[src/rtl/match_chunk_scheduler_if.sv]
// Bus between the chunk scheduler and its environment (host control + matcher groups).
// master: the scheduler side (drives dispatch, status and merged results).
// slave : the host / matcher-group side (drives start, length, completions and hit flags).
interface match_chunk_scheduler_if #(
    parameter int unsigned GROUPS    = 16,
    parameter int unsigned CHUNK_LEN = 64,
    parameter int unsigned LEN_W     = 16
);
    localparam int unsigned CLW = $clog2(CHUNK_LEN + 1);

    logic              start;
    logic [LEN_W-1:0]  total_len;
    logic [GROUPS-1:0] grp_go;
    logic [LEN_W-1:0]  chunk_base;
    logic [CLW-1:0]    chunk_len;
    logic [GROUPS-1:0] grp_done;
    logic [GROUPS-1:0] grp_hit;
    logic              busy;
    logic              done;
    logic [LEN_W-1:0]  hit_count;
    logic [LEN_W-1:0]  first_hit_base;
    logic              err_spurious;

    modport master (
        input  start, total_len, grp_done, grp_hit,
        output grp_go, chunk_base, chunk_len, busy, done, hit_count, first_hit_base, err_spurious
    );

    modport slave (
        output start, total_len, grp_done, grp_hit,
        input  grp_go, chunk_base, chunk_len, busy, done, hit_count, first_hit_base, err_spurious
    );
endinterface

[src/rtl/match_chunk_scheduler.sv]
// Splits a string of total_len bytes into overlapping CHUNK_LEN windows (stride
// CHUNK_LEN-WEIGHT_MAX_LENGTH+1), dispatches them round-robin to idle matcher groups, tracks
// per-group completion and merges hit flags into a hit count and the lowest hitting chunk base.
// Ports:
//   clk, reset     rising-edge clock, synchronous active-high reset
//   bus (master)   start/total_len in; grp_go/chunk_base/chunk_len dispatch out;
//                  grp_done/grp_hit completions in; busy/done/hit_count/first_hit_base/
//                  err_spurious status out (all outputs registered)
module match_chunk_scheduler #(
    parameter int unsigned GROUPS            = 16,
    parameter int unsigned CHUNK_LEN         = 64,
    parameter int unsigned WEIGHT_MAX_LENGTH = 32,
    parameter int unsigned LEN_W             = 16
) (
    input logic                    clk,
    input logic                    reset,
    match_chunk_scheduler_if.master bus
);
    localparam int unsigned STRIDE = CHUNK_LEN - WEIGHT_MAX_LENGTH + 1;
    localparam int unsigned CLW    = $clog2(CHUNK_LEN + 1);
    localparam int unsigned GW     = (GROUPS > 1) ? $clog2(GROUPS) : 1;
    // One extra bit so base + CHUNK_LEN never wraps.
    localparam int unsigned EW     = LEN_W + 1;

    typedef enum logic [1:0] {
        ST_IDLE,
        ST_DISPATCH,
        ST_DRAIN,
        ST_FINISH
    } state_t;

    state_t            state_q, state_d;
    logic [EW-1:0]     len_q, len_d;
    logic [EW-1:0]     nbase_q, nbase_d;
    logic [GW-1:0]     rr_q, rr_d;
    logic [GROUPS-1:0] gbusy_q, gbusy_d;
    logic [LEN_W-1:0]  base_mem_q [GROUPS];
    logic [GROUPS-1:0] go_q, go_d;
    logic [LEN_W-1:0]  cbase_q, cbase_d;
    logic [CLW-1:0]    clen_q, clen_d;
    logic              busy_q, busy_d;
    logic              done_q, done_d;
    logic [LEN_W-1:0]  hcnt_q, hcnt_d;
    logic [LEN_W-1:0]  fhb_q, fhb_d;
    logic              err_q, err_d;

    logic [GROUPS-1:0] hits_c;
    logic              spur_c;
    logic [EW-1:0]     pop_c;
    logic [EW-1:0]     sum_c;
    logic              found_c;
    logic [GW-1:0]     pick_c;
    logic [GW-1:0]     cand_c;
    logic [EW-1:0]     remain_c;
    logic              disp_c;

    // State register.
    always_ff @(posedge clk) begin
        if (reset) begin
            state_q <= ST_IDLE;
        end else begin
            state_q <= state_d;
        end
    end

    // Next state, dispatch selection and result merging.
    always_comb begin
        state_d  = state_q;
        len_d    = len_q;
        nbase_d  = nbase_q;
        rr_d     = rr_q;
        go_d     = '0;
        cbase_d  = cbase_q;
        clen_d   = clen_q;
        done_d   = 1'b0;
        disp_c   = 1'b0;
        found_c  = 1'b0;
        pick_c   = '0;
        cand_c   = '0;
        remain_c = '0;
        pop_c    = '0;

        // Only completions from groups that are actually out count as hits.
        hits_c = bus.grp_done & bus.grp_hit & gbusy_q;
        spur_c = |(bus.grp_done & ~gbusy_q);

        fhb_d = fhb_q;
        for (int unsigned g = 0; g < GROUPS; g++) begin
            if (hits_c[g]) begin
                pop_c = pop_c + EW'(1);
                if (base_mem_q[g] < fhb_d) begin
                    fhb_d = base_mem_q[g];
                end
            end
        end
        sum_c  = EW'(hcnt_q) + pop_c;
        hcnt_d = sum_c[LEN_W] ? '1 : sum_c[LEN_W-1:0];
        err_d  = err_q | spur_c;

        // First idle group at/after the round-robin pointer, using registered busy bits.
        for (int unsigned i = 0; i < GROUPS; i++) begin
            cand_c = GW'((32'(rr_q) + 32'(i)) % GROUPS);
            if (!found_c && !gbusy_q[cand_c]) begin
                found_c = 1'b1;
                pick_c  = cand_c;
            end
        end

        case (state_q)
            ST_IDLE: begin
                if (bus.start) begin
                    len_d   = EW'(bus.total_len);
                    nbase_d = '0;
                    hcnt_d  = '0;
                    fhb_d   = '1;
                    err_d   = spur_c;
                    state_d = (bus.total_len == '0) ? ST_FINISH : ST_DISPATCH;
                end
            end
            ST_DISPATCH: begin
                if (found_c) begin
                    disp_c   = 1'b1;
                    remain_c = len_q - nbase_q;
                    go_d     = GROUPS'(1) << pick_c;
                    cbase_d  = nbase_q[LEN_W-1:0];
                    clen_d   = (remain_c >= EW'(CHUNK_LEN)) ? CLW'(CHUNK_LEN) : CLW'(remain_c);
                    rr_d     = GW'((32'(pick_c) + 32'd1) % GROUPS);
                    nbase_d  = nbase_q + EW'(STRIDE);
                    if (nbase_q + EW'(CHUNK_LEN) >= len_q) begin
                        state_d = ST_DRAIN;
                    end
                end
            end
            ST_DRAIN: begin
                if (gbusy_q == '0) begin
                    state_d = ST_FINISH;
                end
            end
            ST_FINISH: begin
                done_d  = 1'b1;
                state_d = ST_IDLE;
            end
            default: state_d = ST_IDLE;
        endcase

        gbusy_d = (gbusy_q & ~bus.grp_done) | go_d;
        busy_d  = (state_d != ST_IDLE);
    end

    // Datapath and output registers.
    always_ff @(posedge clk) begin
        if (reset) begin
            len_q   <= '0;
            nbase_q <= '0;
            rr_q    <= '0;
            gbusy_q <= '0;
            go_q    <= '0;
            cbase_q <= '0;
            clen_q  <= '0;
            busy_q  <= 1'b0;
            done_q  <= 1'b0;
            hcnt_q  <= '0;
            fhb_q   <= '1;
            err_q   <= 1'b0;
            for (int unsigned g = 0; g < GROUPS; g++) begin
                base_mem_q[g] <= '0;
            end
        end else begin
            len_q   <= len_d;
            nbase_q <= nbase_d;
            rr_q    <= rr_d;
            gbusy_q <= gbusy_d;
            go_q    <= go_d;
            cbase_q <= cbase_d;
            clen_q  <= clen_d;
            busy_q  <= busy_d;
            done_q  <= done_d;
            hcnt_q  <= hcnt_d;
            fhb_q   <= fhb_d;
            err_q   <= err_d;
            if (disp_c) begin
                base_mem_q[pick_c] <= nbase_q[LEN_W-1:0];
            end
        end
    end

    assign bus.grp_go         = go_q;
    assign bus.chunk_base     = cbase_q;
    assign bus.chunk_len      = clen_q;
    assign bus.busy           = busy_q;
    assign bus.done           = done_q;
    assign bus.hit_count      = hcnt_q;
    assign bus.first_hit_base = fhb_q;
    assign bus.err_spurious   = err_q;
endmodule

[src/flat_wrapper.sv]
// flat-port wrapper written by rule: the top's interface ports become plain ports
module match_chunk_scheduler_flat 
#(
    parameter int unsigned GROUPS            = 16,
    parameter int unsigned CHUNK_LEN         = 64,
    parameter int unsigned WEIGHT_MAX_LENGTH = 32,
    parameter int unsigned LEN_W             = 16
)
  (clk, reset, bus_start, bus_total_len, bus_grp_done, bus_grp_hit, bus_grp_go, bus_chunk_base, bus_chunk_len, bus_busy, bus_done, bus_hit_count, bus_first_hit_base, bus_err_spurious);
  match_chunk_scheduler_if #(.GROUPS(GROUPS), .CHUNK_LEN(CHUNK_LEN), .LEN_W(LEN_W)) bus_i ();
  input logic clk;
  input logic reset;
  input wire logic [$bits(bus_i.start)-1:0] bus_start;
  input wire logic [$bits(bus_i.total_len)-1:0] bus_total_len;
  input wire logic [$bits(bus_i.grp_done)-1:0] bus_grp_done;
  input wire logic [$bits(bus_i.grp_hit)-1:0] bus_grp_hit;
  output wire logic [$bits(bus_i.grp_go)-1:0] bus_grp_go;
  output wire logic [$bits(bus_i.chunk_base)-1:0] bus_chunk_base;
  output wire logic [$bits(bus_i.chunk_len)-1:0] bus_chunk_len;
  output wire logic [$bits(bus_i.busy)-1:0] bus_busy;
  output wire logic [$bits(bus_i.done)-1:0] bus_done;
  output wire logic [$bits(bus_i.hit_count)-1:0] bus_hit_count;
  output wire logic [$bits(bus_i.first_hit_base)-1:0] bus_first_hit_base;
  output wire logic [$bits(bus_i.err_spurious)-1:0] bus_err_spurious;
  assign bus_i.start = bus_start;
  assign bus_i.total_len = bus_total_len;
  assign bus_i.grp_done = bus_grp_done;
  assign bus_i.grp_hit = bus_grp_hit;
  assign bus_grp_go = bus_i.grp_go;
  assign bus_chunk_base = bus_i.chunk_base;
  assign bus_chunk_len = bus_i.chunk_len;
  assign bus_busy = bus_i.busy;
  assign bus_done = bus_i.done;
  assign bus_hit_count = bus_i.hit_count;
  assign bus_first_hit_base = bus_i.first_hit_base;
  assign bus_err_spurious = bus_i.err_spurious;
  match_chunk_scheduler #(.GROUPS(GROUPS), .CHUNK_LEN(CHUNK_LEN), .WEIGHT_MAX_LENGTH(WEIGHT_MAX_LENGTH), .LEN_W(LEN_W)) u_core (.clk(clk), .reset(reset), .bus(bus_i));
endmodule
[config.mk]
export PLATFORM = sky130hd
export DESIGN_NAME = match_chunk_scheduler_flat
export DESIGN_NICKNAME = d
export VERILOG_FILES = /design/src/rtl/match_chunk_scheduler_if.sv /design/src/rtl/match_chunk_scheduler.sv /design/src/flat_wrapper.sv
export SDC_FILE = /design/constraint.sdc
export NUM_CORES = 1
export LEC_CHECK = 0
export BUFFER_PORTS_ARGS = -buffer_cell sky130_fd_sc_hd__buf_2
export CAP_MARGIN = 20
export CORE_ASPECT_RATIO = 0.5
export CORE_UTILIZATION = 43
export CTS_CLUSTER_SIZE = 25
export DETAILED_ROUTE_END_ITERATION = 8
export GPL_TIMING_DRIVEN = 0
export PLACE_DENSITY = 0.59
export SYNTH_ARGS = -nofsm -noshare
export SYNTH_HDL_FRONTEND = slang
export SYNTH_SLANG_ARGS = --single-unit
[constraint.sdc]
create_clock -name clk -period 95.5 [get_ports clk]
set_clock_uncertainty 0.2 [all_clocks]
set_input_delay 14.325 -clock clk [delete_from_list [all_inputs] [get_ports clk]]
set_output_delay 14.325 -clock clk [all_outputs]
set_load 0.03 [all_outputs]
---- Yosys cells after proc, flatten, opt, wreduce, memory -nomap -nowiden ----
Memory sizes are Yosys's and may differ from the RTL's.
Cells that the tools add are included.
cells by class
  $lt $le $gt $ge ......................... 34
  muxes and demuxes ....................... 142
  add/subtract/negate cells ............... 35
  shift-type cells ........................ 1
  eq/ne operators ......................... 5
  bitwise operators ....................... 8
  reductions and logical operators ........ 54
operators with widths
  kind                     number
  $mux W16                 40
  $mux W17                 17
  $lt A16 B16 Y1           16
  $add A17 B1 Y17 const B  14
  $lt A4 B5 Y1 const B     16
  $mux W4                  17
  $and A16 B16 Y16         4
  $bmux W1 S4              16
  $mux W1                  44
  $pmux W17 S2             1
  $add A4 B4 Y4 const B    8
  $logic_not A16 Y1        2
  $not A16 Y16             2
  $reduce_or A16 Y1        2
  $logic_not A1 Y1         29
  $add A16 B17 Y17         1
  $add A17 B6 Y17 const B  1
  $add A17 B7 Y17 const B  1
  $ge A17 B16 Y1           1
  $ge A17 B7 Y1 const B    1
  $sub A16 B17 Y17         1
  $add A4 B3 Y4 const B    4
  $or A16 B16 Y16          1
  $shl A1 B4 Y16 const A   1
  16 further kinds         39
word-level totals
  memories kept ........................... 1
  word-level logic and storage cells ...... 293
  register bits after elaboration ......... 129
  memory bits (writable) .................. 256
  bits of input ports ..................... 51
  output and inout bits ................... 74
memories
  name               depth  bits a word  rd ports  clocked after memory_dff  wr ports  RTL line                     source
  u_core.base_mem_q  16     16           16        0                         16        match_chunk_scheduler.sv:37  logic [LEN_W-1:0] base_mem_q [GROUPS];

---- Depth between registers and ports, before layout ----
Gate-level depths: netlist of the first run.
  word-level depth ........................ 55
  depth in mapped cells ................... 212

---- Worst setup path before layout of the first run ----
OpenSTA, ideal clock, no wires.
  kind .................................... input -> register
  start point ............................. input port bus_grp_hit[0]
  end point ............................... register u_core.fhb_q[13] (netlist: u_core.bus.first_hit_base[13])
  data required time ...................... 95.155 ns
  arrival time ............................ 50.786 ns
  library setup time ...................... 0.145 ns
  buffers on the path ..................... 31
  stages on the path ...................... 193
  path slack .............................. 44.369 ns
  cell sequence ........................... and3_1 > o211a_2 > o31a_1 > nand2_2 > buf_2 > buf_1 > mux2i_1 > ha_1 > nand4_1 > nor4_1 > o211ai_1 > nor3_1 > or2_1 > a21bo_2 > buf_2 > buf_1 > a21oi_1 > inv_1 > [157 not listed] > ha_1 > a211oi_1 > o21ai_0 > or3_1 > a41o_1 > buf_4 > buf_6 > mux2_4 > ha_1 > nor2b_1 > o21ai_0 > and3b_1 > o221ai_1 > or4_1 > a311o_1 > o22ai_2 > clkbuf_1 > a22oi_1
between the ends
  longest elaborated chain between the ends .. 50
RTL lines
  element                             RTL line                      source
  from (decl)                         flat_wrapper.sv:16            input wire logic [$bits(bus_i.grp_hit)-1:0] bus_grp_hit;
  $and A16 B16 Y16 (*) (2 in series)  match_chunk_scheduler.sv:84   hits_c = bus.grp_done & bus.grp_hit & gbusy_q;
  $mux W16 (*)                        match_chunk_scheduler.sv:89   if (hits_c[g]) begin
  $lt A16 B16 Y1                      match_chunk_scheduler.sv:91   if (base_mem_q[g] < fhb_d) begin
  $mux W16                            match_chunk_scheduler.sv:91
  $mux W16 (*)                        match_chunk_scheduler.sv:89
  $lt A16 B16 Y1                      match_chunk_scheduler.sv:91
  $mux W16                            match_chunk_scheduler.sv:91
  $mux W16 (*)                        match_chunk_scheduler.sv:89
  [33 not listed]                     --
  $lt A16 B16 Y1                      match_chunk_scheduler.sv:91
  $mux W16                            match_chunk_scheduler.sv:91
  $mux W16 (*)                        match_chunk_scheduler.sv:89
  $lt A16 B16 Y1                      match_chunk_scheduler.sv:91
  $mux W16                            match_chunk_scheduler.sv:91
  $mux W16 (*)                        match_chunk_scheduler.sv:89
  $mux W16                            match_chunk_scheduler.sv:111  if (bus.start) begin
  $mux W16 (*)                        match_chunk_scheduler.sv:109  case (state_q)
  to (signal assigned)                match_chunk_scheduler.sv:179  fhb_q <= fhb_d;
  to (decl)                           match_chunk_scheduler.sv:44   logic [LEN_W-1:0] fhb_q, fhb_d;
Every way passes the cells marked *; elsewhere a longest branch is shown, timed or not.
A chain may end at the register's enable or synchronous reset.

---- Final worst setup path of the first run ----
  start point ............................. input port bus_grp_hit[0]
  end point ............................... register u_core.fhb_q[5] (netlist: u_core.bus.first_hit_base[5])
The elaborated chain is that of the path after synthesis.

==> run_results.csv, run 1 <==
group,metric,value,unit
outcome,status,"finished, final reports clean",
critical_path,timing_worst_setup_path_type,"input port to flop",
floorplanning,die-area,68600,um^2
placement,buffer_ports.inserted,124,
logic_synthesis,post-synth-top-count-cell,"sky130_fd_sc_hd__inv_1",
logic_synthesis,synth_largest_type_area_fraction,0.265,
timing,slew_headroom,0.239,
logic_synthesis,mappedNetlistArea,29000,um^2
placement,hpwl,75600,um
timing,timing.final.crit_period,61.94,ns
clocking,cts_tree,"done",
timing,tightest_slew,1.14,ns
clocking,post-cts-setup-buffer-count,0,
critical_path,worst-endpoint-required,95.69,ns
critical_path,critical-path-max-stage-delay,0.80,ns
power,worst_ir_drop_vdd,0.0105,mV
clocking,clkTransAtPathRegs,0.06,ns
clocking,cts.htree.levels,2,
floorplanning,ios,125,
drt,post-route-drc-count,0,
clocking,clkLatencyLatePin,0.56,ns
clocking,clkSinkCount,385,
logic_synthesis,synth_warnings,0,
logic_synthesis,synth-simple-area-share,0.188,
logic_synthesis,postSynthRegisterBits,385,
timing,timing.final.ws_setup,33.56,ns
final_layout,diodes,0,
drt,antenna_left,0,
placement,post_dp_cell_area,30900,um^2
grt,grt_pass1_vias,24400,
timing,hold_violations,0,
drt,drtPass1Iterations,5,
timing,max_freq,16.1,MHz
logic_synthesis,synthFlopType,"sky130_fd_sc_hd__edfxtp_1",
critical_path,cp.arrival,62.13,ns
logic_synthesis,netlist_top_cells_area,"sky130_fd_sc_hd__edfxtp_1 (26%), sky130_fd_sc_hd__ha_1 (13%), sky130_fd_sc_hd__dfxtp_1 (8.9%)",
floorplanning,chip_height,186,um
placement,pre_cts_ws,33.62,ns
power,p_leak,14.7,nW
drt,final_routed_wirelength,96700,um
logic_synthesis,synth_seq_area_share,0.354,
drt,drt-wirelength-per-cell,22.0,um
final_layout,multi_input_comb_area,16900,um^2
clocking,cts_resized,0,
power,power_switching_share,0.362,
floorplanning,die_width,369,um
drt,detailedRoute.firstIterationViolations,2188,
power,p_comb_frac,0.310,
critical_path,endpoint_kind,"flop",
logic_synthesis,synthCells,3296,
final_layout,drive_gt1_frac,0.109,
placement,gp_congestion,0.955,
grt,grt_util_all_layers,0.276,
clocking,clockRootBuffer,"sky130_fd_sc_hd__clkbuf_16",
final_layout,sequential_cell_area,10300,um^2
final_layout,fillerInstances,6365,
grt,grt.overflow.total,0,
power,total_power,0.511,mW
logic_synthesis,synth_top_family_by_area,"simple AND/OR/NAND/NOR gates",
power,intPower,0.326,mW
critical_path,path_max_fanout,10,
logic_synthesis,synth_area_in_xor_xnor,0.0332,
logic_synthesis,muxShareOfSynthArea,0.0682,
floorplanning,initial_core_util,0.441,
hold_path,hold_path.class,"flop to flop",
floorplanning,core_area,65900,um^2
power,power.share.clock,0.306,
power,power.net_switching,0.185,mW
critical_path,timing.critical_path.mode_cell,"sky130_fd_sc_hd__clkbuf_1",
grt,grt_pass1_wl,145000,um
logic_synthesis,synth_edf_count,256,
drt,detail_route.vias_per_cell,5.89,
logic_synthesis,synth.cells.most_frequent,"sky130_fd_sc_hd__inv_1 (306), sky130_fd_sc_hd__nor3_1 (305), sky130_fd_sc_hd__nand2_1 (297)",
timing,report.final.slew_viol_count,0,
timing,rsz0062_at_grt,"false",
logic_synthesis,synth.lib_cells_used.distinct,109,
flow_run,cap_viol_max_count,0,
logic_synthesis,synth_compound_gate_area_share,0.162,
power,power_density,15.9,nW/um^2
logic_synthesis,synth_adder_area_share,0.130,
critical_path,critPathLaunchType,"input port",
clocking,cts_buffers,41,
floorplanning,fp-row-count,66,
critical_path,crit_path_slowest_cell,"sky130_fd_sc_hd__nor3_1",
drt,vias,25900,
final_layout,nNetsFinal,3824,
logic_synthesis,synthDominantAreaCellType,"sky130_fd_sc_hd__edfxtp_1",
final_layout,post_route_cell_area,32100,um^2
logic_synthesis,avgSynthCellArea,8.81,um^2
timing,setup_violations,0,
timing,fin_crit_share,0.649,
logic_synthesis,ys_async_sr_fraction,0,
grt,grt_start_max_net_pins,17,
final_layout,flow.area_growth_from_synthesis,10.7,%
clocking,clockBufferDepth,3,
grt,grt_antenna_before_repair,4,
power,power.share.sequential,0.384,
clocking,cts_hold_buffers,0,
timing,setup-tns-final,0,ns
==> state kept, by name, summed over array words and instances, names as in the netlist, 4 cells and up <==
register and count:
u_core.len_q 16, u_core.bus.hit_count 16, u_core.bus.first_hit_base 16, u_core.base_mem_q 256, u_core.bus.chunk_base 16, u_core.gbusy_q 16, u_core.rr_q 4, u_core.bus.chunk_len 7
u_core.bus.grp_go 16, u_core.nbase_q 17
==> routing by layer <==
| layer | track usage | wire length, um | vias to the layer above |
|---|---|---|---|
| li1 | - | - | 12300 |
| met4 | 0.0697 | 2380 | 2 |
| met2 | 0.428 | 41400 | 947 |
| met3 | 0.0565 | 8480 | 146 |
| met1 | 0.391 | 44500 | 12500 |
| met5 | 0 | 13 | - |
==> per-stage QoR <==
stage | std cells | utilization | hold WS, ns
final | 4393 | 0.488 | 0.253
after global routing | 4393 | 0.488 | 0.270
after CTS | 4392 | 0.488 | 0.253
after detailed placement | 4320 | 0.469 | 0.244
after global placement | 4312 | 0.467 | 0.242
after floorplan | 3304 | - | 0.245
==> logic make-up (layout without fill, tap and decap cells) <==
logic type / after synthesis / after routing
buf+inv: 489 / 694
flops: 385 / 385
mux: 162 / 162
fa+ha+maj: 302 / 302
compound gates: 713 / 713
simple gates: 1134 / 1134
other cells: 1 / 9
xor+xnor: 110 / 110
==> cells in the final DEF (no fill, tap or decap), drive strengths merged, types with 11 or more instances in the layout <==
cell type,n
and3,25
a22oi,20
a21oi,245
nand2b,30
ha,291
xnor2,84
clkbuf,173
o22ai,21
dfxtp,129
nand2,298
a2111oi,11
xor2,26
mux2,85
nor2b,26
o21bai,18
clkinv,25
a211oi,20
nor2,217
or3,16
or2,21
o21ai,143
a21o,77
a31o,20
buf,181
mux4,16
edfxtp,256
nor3,306
o211ai,18
o21a,12
a31oi,15
nand3,56
nand4,73
and2,13
mux2i,61
inv,313
nor4,26
==> critical path: cells and delay by family <==
kind | cells | cell delay [ns]
simple gates | 62 | 14.46
compound gates | 60 | 13.74
buf+inv | 46 | 12.64
fa+ha+maj | 15 | 4.19
mux | 8 | 2.69
==> final timing paths <==
check	start	end	slack [ns]	depth (start not counted)
worst min-delay path	u_core.bus.chunk_base[7]	u_core.bus.chunk_base[7]	0.25	2
worst max-delay path	bus_grp_hit[0]	u_core.bus.first_hit_base[5]	33.56	191
worst max register to register	u_core.base_mem_q[0][15]	u_core.bus.first_hit_base[5]	46.45	191
worst min register to register	u_core.bus.chunk_base[7]	u_core.bus.chunk_base[7]	0.25	2
==> area by class of cell <==
class / instances / area share
well taps: 884 / 0.0344
clock inverters: 18 / 0.00308
plain buffers: 168 / 0.0207
flip-flops and latches: 385 / 0.320
clock buffers: 54 / 0.0357
multi-input cells: 2430 / 0.527
repair buffers: 133 / 0.0225
inverters: 321 / 0.0375
==> power by group through the flow <==
stage | sequential (mW) | clock (mW) | combinational, mW
after floorplan | 0.202 | 0 | 0.102
after global placement | 0.200 | 0 | 0.151
after detailed placement | 0.200 | 0 | 0.154
after CTS | 0.196 | 0.156 | 0.155
after global routing | 0.197 | 0.163 | 0.173
final | 0.196 | 0.157 | 0.158
(Power assumes the default switching activity.)
==> run 2, diff against run 1 <==
- PLACE_DENSITY: 0.59 -> 0.61
- clock period: 95.5 -> 54.2 ns (I/O delays scaled with it)
==> run_results.csv, run 2 (same netlist as run 1, synthesis figures left out) <==
group,metric,value,unit
placement,pre_cts_ws,-0.789,ns
drt,drt-wirelength-per-cell,21.9,um
critical_path,worst-endpoint-required,54.49,ns
timing,fin_crit_share,0.938,
timing,setup-tns-final,0,ns
placement,hpwl,75200,um
timing,max_freq,19.7,MHz
floorplanning,fp-row-count,66,
final_layout,largest-register,"u_core.base_mem_q",
drt,antenna_left,0,
grt,grt_util_all_layers,0.276,
timing,slew_headroom,0.253,
critical_path,critical-path-max-stage-delay,0.62,ns
critical_path,setup.worst_path.end,"u_core.bus.first_hit_base[9]",
placement,post_dp_cell_area,30900,um^2
floorplanning,ios,125,
timing,tightest_slew,1.12,ns
drt,final_routed_wirelength,96100,um
timing,timing.final.ws_setup,3.33,ns
final_layout,fillerInstances,6332,
final_layout,flow.area_growth_from_synthesis,11.2,%
critical_path,reg2reg_to,"u_core.bus.first_hit_base[9]",
grt,grt_start_max_net_pins,17,
critical_path,crit_path_start,"bus_grp_done[0]",
clocking,clockRootBuffer,"sky130_fd_sc_hd__clkbuf_16",
critical_path,timing_worst_setup_path_type,"input port to flop",
timing,rsz0062_at_grt,"false",
timing,setup_violations,0,
power,power_density,28.5,nW/um^2
hold_path,hold_path.class,"flop to flop",
outcome,status,"finished, final reports clean",
final_layout,post_route_cell_area,32300,um^2
timing,hold_violations,0,
clocking,cts_tree,"done",
critical_path,critPathLaunchType,"input port",
critical_path,crit_path_slowest_cell,"sky130_fd_sc_hd__a2111oi_1",
drt,post-route-drc-count,0,
power,worst_ir_drop_vdd,0.0219,mV
floorplanning,core_area,65900,um^2
final_layout,reg.largest.list,"u_core.base_mem_q (256), u_core.nbase_q (17)",
power,total_power,0.921,mW
clocking,clkSinkCount,385,
timing,timing.final.crit_period,50.87,ns
final_layout,drive_gt1_frac,0.118,
critical_path,worst-r2r-cell-count,185,
clocking,cts_buffers,41,
drt,detail_route.vias_per_cell,5.90,
clocking,clkTransAtPathRegs,0.06,ns
placement,buffer_ports.inserted,124,
final_layout,diodes,0,
floorplanning,chip_height,186,um
grt,grt_pass1_wl,145000,um
floorplanning,die_width,369,um
final_layout,largest_register_ff_count,256,
placement,gp_congestion,0.965,
power,p_leak,14.8,nW
timing,holdWs,0.256,ns
drt,drtPass1Iterations,7,
grt,grt_antenna_before_repair,5,
critical_path,reg2reg_slack,9.96,ns
clocking,cts.htree.levels,2,
grt,grt.overflow.total,0,
critical_path,beginning_of_the_worst_register_to_register_path,"u_core.bus.first_hit_base[15]",
flow_run,cap_viol_max_count,0,
floorplanning,die-area,68600,um^2
final_layout,nNetsFinal,3817,
critical_path,path_max_fanout,16,
critical_path,endpoint_kind,"flop",
floorplanning,initial_core_util,0.441,
grt,grt_pass1_vias,24700,
clocking,clkLatencyLatePin,0.56,ns
clocking,clockBufferDepth,3,
critical_path,timing.critical_path.mode_cell,"sky130_fd_sc_hd__ha_1",
critical_path,cp.arrival,51.16,ns
drt,vias,25900,
final_layout,final_common_cell,"sky130_fd_sc_hd__inv_1",
timing,report.final.slew_viol_count,0,
drt,detailedRoute.firstIterationViolations,2291,
final_layout,commonest_non_fill_non_tap_cells_in_the_layout,"sky130_fd_sc_hd__inv_1 (306), sky130_fd_sc_hd__nor3_1 (302), sky130_fd_sc_hd__nand2_1 (297)",
==> run 2: metrics by stage <==
stage / cells / utilization
6_report: 4387 / 0.490
5_1_grt: 4387 / 0.490
4_1_cts: 4390 / 0.489
3_5_place_dp: 4317 / 0.468
3_3_place_gp: 4312 / 0.467
2_1_floorplan: 3304 / -
==> run 2: how the worst min path moves through the flow <==
stage | start | to | slack (ns) | cells past startpoint
floorplan | u_core.nbase_q[12] | u_core.bus.chunk_base[12] | 0.24 | 2
global placement | u_core.bus.chunk_base[15] | u_core.bus.chunk_base[15] | 0.24 | 2
detailed placement | u_core.bus.chunk_base[5] | u_core.bus.chunk_base[5] | 0.25 | 2
CTS | u_core.bus.chunk_base[5] | u_core.bus.chunk_base[5] | 0.26 | 2
global route | u_core.bus.chunk_base[15] | u_core.bus.chunk_base[15] | 0.28 | 2
finish | u_core.bus.chunk_base[7] | u_core.bus.chunk_base[7] | 0.26 | 2
==> run 2: routing by layer <==
metal	routed length [um]	GRT usage	up-vias
li1	-	-	12300
met1	43900	0.387	12500
met2	40400	0.421	922
met3	8670	0.0605	175
met4	3210	0.0905	0
met5	0	0	-
==> run 2: final cells by class <==
| cell class | instances | area, um^2 | share of cell area |
|---|---|---|---|
| well taps | 884 | 1110 | 0.0342 |
| plain buffers | 165 | 673 | 0.0208 |
| inverters | 321 | 1200 | 0.0373 |
| flip-flops and latches | 385 | 10300 | 0.318 |
| repair buffers | 129 | 677 | 0.0210 |
| clock buffers | 62 | 1290 | 0.0401 |
| clock inverters | 11 | 72.6 | 0.00225 |
| multi-input cells | 2430 | 17000 | 0.526 |
==> run 2: what timing repair did <==
action                     in CTS  in global routing
setup endpoints to repair      16                 16
pin swaps                       0                  0
hold endpoints to repair        0                  0
hold buffers                    0                  0
buffers inserted                0                  0
resized for setup               2                 40
==> run 2: power by group <==
part / total [mW] / switching (mW) / internal, mW / leakage [nW]
Combinational: 0.281 / 0.187 / 0.0942 / 10.4
Clock: 0.294 / 0.128 / 0.166 / 0.673
Sequential: 0.346 / 0.0152 / 0.331 / 3.70
Total: 0.921 / 0.330 / 0.591 / 14.8
==> run 2: worst max-delay path, delay by kind of cell <==
kind | cells | cell delay [ns]
AOI/OAI and AO/OA | 60 | 14.39
and+or+nand+nor | 60 | 13.60
buffers and inverters | 42 | 8.31
adders and majority gates | 15 | 4.01
muxes | 7 | 2.51
